### src/rtl/seq_jkff_bank_arbiter_pkg.sv
// Shared JK flip-flop definitions: op encodings and the per-bit next-state function
// used by every JK-style register block.
package seq_jkff_bank_arbiter_pkg;

    localparam logic [1:0] JK_HOLD = 2'b00;
    localparam logic [1:0] JK_CLR  = 2'b01;
    localparam logic [1:0] JK_SET  = 2'b10;
    localparam logic [1:0] JK_TOG  = 2'b11;

    function automatic logic jk_next(input logic q, input logic j, input logic k);
        logic r;
        case ({j, k})
            JK_HOLD: r = q;
            JK_CLR:  r = 1'b0;
            JK_SET:  r = 1'b1;
            JK_TOG:  r = ~q;
            default: r = q;
        endcase
        return r;
    endfunction

endpackage

### src/rtl/seq_jkff_bank_arbiter_rr_arb_pick.sv
// Combinational round-robin pick: first requester with req set, scanning upward
// from ptr and wrapping modulo NREQ.
module rr_arb_pick
    import seq_jkff_bank_arbiter_pkg::*;
#(
    parameter int NREQ = 4,
    parameter int PW   = $clog2(NREQ)
) (
    input  logic [NREQ-1:0] req,
    input  logic [PW-1:0]   ptr,
    output logic            valid,
    output logic [PW-1:0]   win
);

    logic [PW-1:0] idx_s;

    // Scan every rotation offset and keep only the first hit.
    always_comb begin
        valid = 1'b0;
        win   = '0;
        idx_s = '0;
        for (int i = 0; i < NREQ; i++) begin
            idx_s = PW'((int'(ptr) + i) % NREQ);
            if (!valid && req[idx_s]) begin
                valid = 1'b1;
                win   = idx_s;
            end else begin
                win = win;
            end
        end
    end

endmodule

### src/rtl/seq_jkff_bank_arbiter.sv
// Shared JK flip-flop bank with round-robin arbitration among NREQ requesters and
// a bounded lock that lets the current owner keep the bank for back-to-back commands.
module seq_jkff_bank_arbiter
    import seq_jkff_bank_arbiter_pkg::*;
#(
    parameter int NREQ     = 4,
    parameter int NBITS    = 8,
    parameter int MAX_LOCK = 4
) (
    input  logic                  clk,
    input  logic                  reset,
    input  logic [NREQ-1:0]       req,
    input  logic [NREQ-1:0]       lock,
    input  logic [NREQ*NBITS-1:0] j,
    input  logic [NREQ*NBITS-1:0] k,
    output logic [NREQ-1:0]       gnt,
    output logic [NBITS-1:0]      q
);

    localparam int PW = $clog2(NREQ);
    localparam int RW = $clog2(MAX_LOCK + 1);

    logic [NBITS-1:0] q_r, q_nx_s;
    logic [NREQ-1:0]  gnt_r, gnt_nx_s;
    logic [PW-1:0]    ptr_r, ptr_nx_s, owner_r, owner_nx_s;
    logic [RW-1:0]    run_len_r, run_len_nx_s;
    logic             pick_valid_s, locked_s, have_win_s;
    logic [PW-1:0]    pick_win_s, win_s;
    logic [NBITS-1:0] j_arr_s [NREQ];
    logic [NBITS-1:0] k_arr_s [NREQ];

    for (genvar r = 0; r < NREQ; r++) begin : g_unpack
        assign j_arr_s[r] = j[r*NBITS +: NBITS];
        assign k_arr_s[r] = k[r*NBITS +: NBITS];
    end

    rr_arb_pick #(.NREQ(NREQ), .PW(PW)) u_pick (
        .req   (req),
        .ptr   (ptr_r),
        .valid (pick_valid_s),
        .win   (pick_win_s)
    );

    // Winner selection with lock override, JK update and arbitration bookkeeping.
    always_comb begin
        q_nx_s       = q_r;
        gnt_nx_s     = '0;
        owner_nx_s   = owner_r;
        run_len_nx_s = '0;
        ptr_nx_s     = ptr_r;
        win_s        = '0;
        have_win_s   = 1'b0;

        // Lock only counts for the registered owner that is still requesting.
        if ((gnt_r != '0) && req[owner_r] && lock[owner_r] && (run_len_r < RW'(MAX_LOCK))) begin
            locked_s = 1'b1;
        end else begin
            locked_s = 1'b0;
        end

        if (locked_s) begin
            win_s      = owner_r;
            have_win_s = 1'b1;
        end else if (pick_valid_s) begin
            win_s      = pick_win_s;
            have_win_s = 1'b1;
        end else begin
            have_win_s = 1'b0;
        end

        if (have_win_s) begin
            for (int i = 0; i < NBITS; i++) begin
                q_nx_s[i] = jk_next(q_r[i], j_arr_s[win_s][i], k_arr_s[win_s][i]);
            end
            gnt_nx_s[win_s] = 1'b1;
            owner_nx_s      = win_s;
            if (locked_s) begin
                run_len_nx_s = run_len_r + RW'(1);
            end else begin
                run_len_nx_s = RW'(1);
                ptr_nx_s     = (win_s == PW'(NREQ - 1)) ? PW'(0) : win_s + PW'(1);
            end
        end else begin
            run_len_nx_s = '0;
        end
    end

    // State registers; reset discards any lock run in progress.
    always_ff @(posedge clk or negedge reset) begin
        if (!reset) begin
            q_r       <= '0;
            gnt_r     <= '0;
            ptr_r     <= '0;
            owner_r   <= '0;
            run_len_r <= '0;
        end else begin
            q_r       <= q_nx_s;
            gnt_r     <= gnt_nx_s;
            ptr_r     <= ptr_nx_s;
            owner_r   <= owner_nx_s;
            run_len_r <= run_len_nx_s;
        end
    end

    assign q   = q_r;
    assign gnt = gnt_r;

endmodule

### config.mk
export PLATFORM = sky130hd
export DESIGN_NAME = seq_jkff_bank_arbiter
export DESIGN_NICKNAME = d
export VERILOG_FILES = /design/src/rtl/seq_jkff_bank_arbiter_pkg.sv /design/src/rtl/seq_jkff_bank_arbiter_rr_arb_pick.sv /design/src/rtl/seq_jkff_bank_arbiter.sv
export SDC_FILE = /design/constraint.sdc
export NUM_CORES = 1
export LEC_CHECK = 0
export ABC_AREA = 1
export CORE_MARGIN = 2
export CORE_UTILIZATION = 37
export DETAILED_ROUTE_END_ITERATION = 6
export PLACE_DENSITY = 0.8
export SETUP_SLACK_MARGIN = 0.05
export SLEW_MARGIN = 0
export SYNTH_ARGS = -nofsm -noshare
export SYNTH_HDL_FRONTEND = slang
export SYNTH_SLANG_ARGS = --single-unit
export TNS_END_PERCENT = 10
### constraint.sdc
create_clock -name clk -period 1.98 [get_ports clk]
set_input_delay 0.198 -clock clk [delete_from_list [all_inputs] [get_ports clk]]
set_output_delay 0.198 -clock clk [all_outputs]
set_load 0.02 [all_outputs]
Yosys cells after proc, flatten, opt, wreduce, memory -nomap -nowiden --
Cells that the tools add are included.
Word-level totals: flip-flop bits (word level) 19, bits of input ports 74, output and inout bits 12, word-level logic and storage cells 142
Cells by class: $add $sub $neg 5, order comparisons 9, eq/ne operators 25, multiplexer cells 45, bitwise gates (word level) 18, reductions and logical operators 28
Operator list (count):
- $eq 2x2->1 const B | 17
- $bmux 8 s2 | 2
- $mux 8 | 4
- $pmux 1 s3 | 8
- $lt 2x3->1 const B | 6
- $reduce_and 2->1 | 9
- $not 1->1 | 17
- $eq 2x1->1 const B | 8
- $logic_not 2->1 | 8
- $mux 1 | 14
- $mux 2 | 7
- $bmux 1 s2 | 6
- $logic_and 1x1->1 | 7
- $mux 3 | 2
- $add 2x1->2 const B | 2
- $add 2x2->2 const B | 2
- $mux 4 | 1
- $reduce_bool 4->1 | 1
- $add 3x1->3 const B | 1
- $ge 3x3->1 const B | 1
- $logic_not 1->1 | 3
- $lt 3x3->1 const B | 1
- $not 2->3 | 1
- $demux 1 s2 | 1
- $ge 2x1->1 const B | 1

Longest topological paths before layout --
Gate-level depths: netlist of run 1.
depth after elaboration 21, mapped depth 17, gate-level depth less buffers 16

Hierarchy --
Synthesis of run 1 repeated with hierarchy kept, for this count alone.
Unflattened totals: cells, all modules 278, area, all modules 1814.2 um^2
By module, submodules not included:
- seq_jkff_bank_arbiter | instances 1, cells an instance 219, area an instance 1495.2 um^2
- rr_arb_pick | instances 1, cells an instance 59, area an instance 319.1 um^2

Worst setup path before layout of run 1 --
No wires, ideal clock.
path type register to register, start point reg ptr_r[0], end point reg ptr_r[1], arrival time 1.843 ns, slack 0.011 ns, stages on the path, launching flop included 16, buffers on the path 2, cell sequence dfrtp_1 -> buf_4 -> nand2_1 -> nand2_2 -> nand2_1 -> nand2_2 -> nand3_4 -> nor2_1 -> nor2_1 -> nand2_4 -> nand2_4 -> inv_2 -> buf_6 -> ha_1 -> nor2_1 -> a21oi_1
On the way: longest elaborated chain between the ends 16, elaborated cells between the ends (all ways) 33, classes of those cells 4 x add/sub; 1 x eq/ne; 21 x mux; 7 x reduce/logical
Ends and longest elaborated chain:
- start: declaration | line seq_jkff_bank_arbiter.sv:25 | logic [PW-1:0] ptr_r, ptr_nx_s, owner_r, owner_nx_s;
- start signal: assignment | line seq_jkff_bank_arbiter.sv:99 | ptr_r <= ptr_nx_s;
- branches (longest 12 deep; another with $add 2x1->2)
- $mux 2 * | line seq_jkff_bank_arbiter.sv:64 | end else if (pick_valid_s) begin
- $mux 2 * | line seq_jkff_bank_arbiter.sv:61 | if (locked_s) begin
- via win_s[0] | line seq_jkff_bank_arbiter.sv:28 | logic [PW-1:0] pick_win_s, win_s;
- $add 2x1->2 or $eq 2x2->1 (tied branches) | line seq_jkff_bank_arbiter.sv:81 | ptr_nx_s = (win_s == PW'(NREQ - 1)) ? PW'(0) : win_s + PW'(1);
- $mux 2 * | line seq_jkff_bank_arbiter.sv:81
Mark *: on every way through the listed nets, which the timed path passes. The select of a mux whose other input is x is not followed. A chain may end at the register's enable or synchronous reset.

Worst setup path after layout of run 1 --
start point reg ptr_r[0], end point reg q_r[0], in the netlist q[0]
On the way: longest elaborated chain between the ends 21, elaborated cells between the ends (all ways) 43, classes of those cells 3 x add/sub; 3 x eq/ne; 27 x mux; 2 x bitwise; 8 x reduce/logical
Ends and longest elaborated chain:
- branches (longest 21 deep; another with $add 2x1->2)
- end signal: assignment | line seq_jkff_bank_arbiter.sv:97 | q_r <= q_nx_s;
- end: declaration | line seq_jkff_bank_arbiter.sv:23 | logic [NBITS-1:0] q_r, q_nx_s;
Several ways; the timed one is not identified. The select of a mux whose other input is x is not followed.

==> impl_metrics.toml, run 1 <==
[outcome]
outcome = "finished, violations left"
violations = "setup timing"

[detailed_routing]
drc = 0
num_vias = 2287
firstDrtPassIters = 4
ant_nets = 0
wl_per_cell_um = 13.48
drt-total-wl_um = 6012
drtIter0Drc = 74
vias_per_cell = 5.128

[worst_setup_path]
cpPeakStageDelay_ns = 0.47
slowest_stage = "dfrtp_2"
path_cells = "inv_4 -> nand2_1 -> nand2_2 -> nand2_2 -> nand2_4 -> nand3_4 -> buf_6 -> o21ai_1 -> inv_1 -> nand2_2 -> nand2_4 -> buf_12 -> nand3_1 -> nand3_1 -> nand2_1 -> nand2_1"
cp_max_fo = 12
required_ns = 2.13
critPathArrivalTime_ns = 2.19
reg2reg_depth = 16
cp-start-kind = "flip-flop"
endpoint_kind = "flip-flop"
timing.rr.end = "q[0]"
crit_type = "reg -> reg"
cp-startpoint = "ptr_r[0]"
reg2reg_from = "ptr_r[0]"
crit_buf_inv = 4
crit_family = "simple AND/OR/NAND/NOR gates"
reg2reg_slack_ns = -0.06

[placed_design]
place_inst = 438
place_ws_ns = -0.2664
io_buffers = 85
routabilityCongestion = 0.8376
hpwl_um = 4623
placed_cell_area_mm2 = 0.002868

[power_and_ir_drop]
p_comb_frac = 0.849
seqPwrFrac = 0.113
p_int_mw = 3.426
leakage_nw = 1.478
p_sw_mw = 3.459
total_power_mw = 6.885
p_clk_frac = 0.038
power.density_mw_per_mm2 = 2255
vdd_drop_max_mv = 1.529
p_sw_frac = 0.5024

[synthesis]
syn-cell-area_mm2 = 0.001722
ys.warnings.count = 0
yosysTopAreaCell = "dfrtp_1"
synthesis.nets = 360
synth.top_cell.area_share = 0.2762
syn_inst = 281
avgSynthCellArea_um2 = 6.127
yosys-top-cells-area = "dfrtp_1 (28%), nand3_1 (24%), nand2_1 (21%)"
synth-seq-cells = 19
seq_area_frac_synth = 0.2762
ys_types = 21

[sta]
finalSetupTns_ns = -0.2695
max_freq_ghz = 0.4902
slew_headroom = 0.8116
worst-slew-pin-transition_ns = 0.2819
rsz0062_at_grt = "true"
drv_slew = 0
timing.final.crit_share = 1.030
finalCriticalPeriod_ns = 2.040
setup-violations-final = 11
fin_worst_skew_ns = 0.003878
hold_violations = 0
hold_ws_ns = 0.2822
setup_ws_ns = -0.05988

[layout]
seqCellArea_um2 = 476.7
postLayoutCellArea_mm2 = 0.003053
multi_input_area_mm2 = 0.001136
n_antenna_cell = 0
num-fill-cells = 364
final_util = 0.6916
layout.cells.non_filler = 446
area_growth_pct = 77.33
nets = 474
drive_above_1_share = 0.1802

[clocking]
max-clock-path-buffers = 2
clock_latency_ns = 0.25
holdBufCountCts = 0
cts_tree = "yes"
numCtsBuffers = 3
clk_pin_slew_ns = 0.07
cts_root_buffer = "clkbuf_8"
cts_max_level = 1
clock-sinks = 19

[floorplan]
start_util = 0.3900
die_area_mm2 = 0.005215
coreArea_mm2 = 0.004414
die_h_um = 72.22
rows = 24
io_pins = 86
die_w_um = 72.22

[global_route]
antenna_found_initial = 0
grt_pass1_vias = 2150
grt_use_total = 0.2297
grt_max_degree = 20
grt_pass1_wl_um = 9473
grt-ovfl-total = 0

[min_path]
hold_path_class = "in -> async"

[run]
cap_violations = 0
layout make-up:
type,instances,area share
Inverter,27,0.03729
Clock buffer,4,0.01475
Multi-Input combinational cell,223,0.3721
Timing Repair Buffer,121,0.3984
Tap cell,52,0.02131
Sequential cell,19,0.1561
worst register-to-register path: stages, from the launching register on:
cell and delay, ns:
dfrtp_2 0.47, inv_4 0.11, nand2_1 0.07, nand2_2 0.10
nand2_2 0.08, nand2_4 0.08, nand3_4 0.09, buf_6 0.13
o21ai_1 0.10, inv_1 0.06, nand2_2 0.08, nand2_4 0.08
buf_12 0.15, nand3_1 0.08, nand3_1 0.12, nand2_1 0.09
nand2_1 0.04
power by group through the flow:
stage	combinational, mW	sequential, mW	clock [mW]
finish	5.85	0.778	0.261
CTS	5.50	0.771	0.268
detailed placement	5.27	0.768	0
floorplan	3.19	0.869	0
global route	6.39	0.800	0.280
global placement	5.13	0.765	0
flip-flops by register name, indices dropped and copies added (netlist names):
| register | count |
|---|---|
| ptr_r | 2 |
| q | 8 |
| owner_r | 2 |
| gnt | 4 |
| run_len_r | 3 |
Yosys cell counts, drive strengths merged:
master / instances
dfrtp: 19
nor2: 20
o21ai: 5
nand4: 2
inv: 27
a21oi: 4
nand3b: 2
ha: 5
nand2: 102
buf: 11
clkbuf: 1
nand3: 83
layer usage:
metal | up-vias | part of all wire | track usage
met3 | 13 | 0.053 | 0.04306
li1 | 1136 | - | -
met1 | 1061 | 0.40 | 0.2643
met2 | 77 | 0.53 | 0.4200
met5 | - | 0 | 0
met4 | 0 | 0.023 | 0.08386
placed cells by master, fill, tap and decap left out, types with 4 or more instances in the layout:
master	n
nand2_2	12
nand3_2	5
buf_12	5
o21ai_0	4
clkdlybuf4s50_1	85
nand3_1	77
buf_4	26
inv_1	22
dfrtp_1	18
nand2_1	86
buf_6	4
ha_1	4
nor2_1	18
how the worst max path moves through the flow:
stage	to	slack, ns	cells after the start
after detailed placement	ptr_r[1]	-0.27	16
after floorplan	ptr_r[1]	0.09	15
after global routing	q[4]	-0.19	16
final	q[0]	-0.06	16
after CTS	q[1]	-0.02	16
after global placement	ptr_r[1]	-0.16	16
what timing repair did:
action	in CTS	in global routing
setup endpoints to repair	13	15
buffers inserted	1	2
cloned	0	1
gates resized for setup	16	11
pin swaps	5	4
cells by family after synthesis:
kind of cell / after synthesis / share of synthesized area
fa+ha+maj: 5 / 0.03634
simple gates: 209 / 0.5480
compound gates: 9 / 0.02834
flops: 19 / 0.2762
buf+inv: 39 / 0.1112
No activity file was read; power rests on OpenSTA's default activity.
==> run 2: changes to the inputs <==
CTS_CLUSTER_SIZE = 14   (was default)
==> results of run 2 <==
No change in the layout: final DEF, timing and power equal those of run 1.
==> run 3: changes to the inputs <==
CTS_CLUSTER_SIZE = default   (was 14)
==> results of run 3 <==
No change in the layout: final DEF, timing and power equal those of run 1.
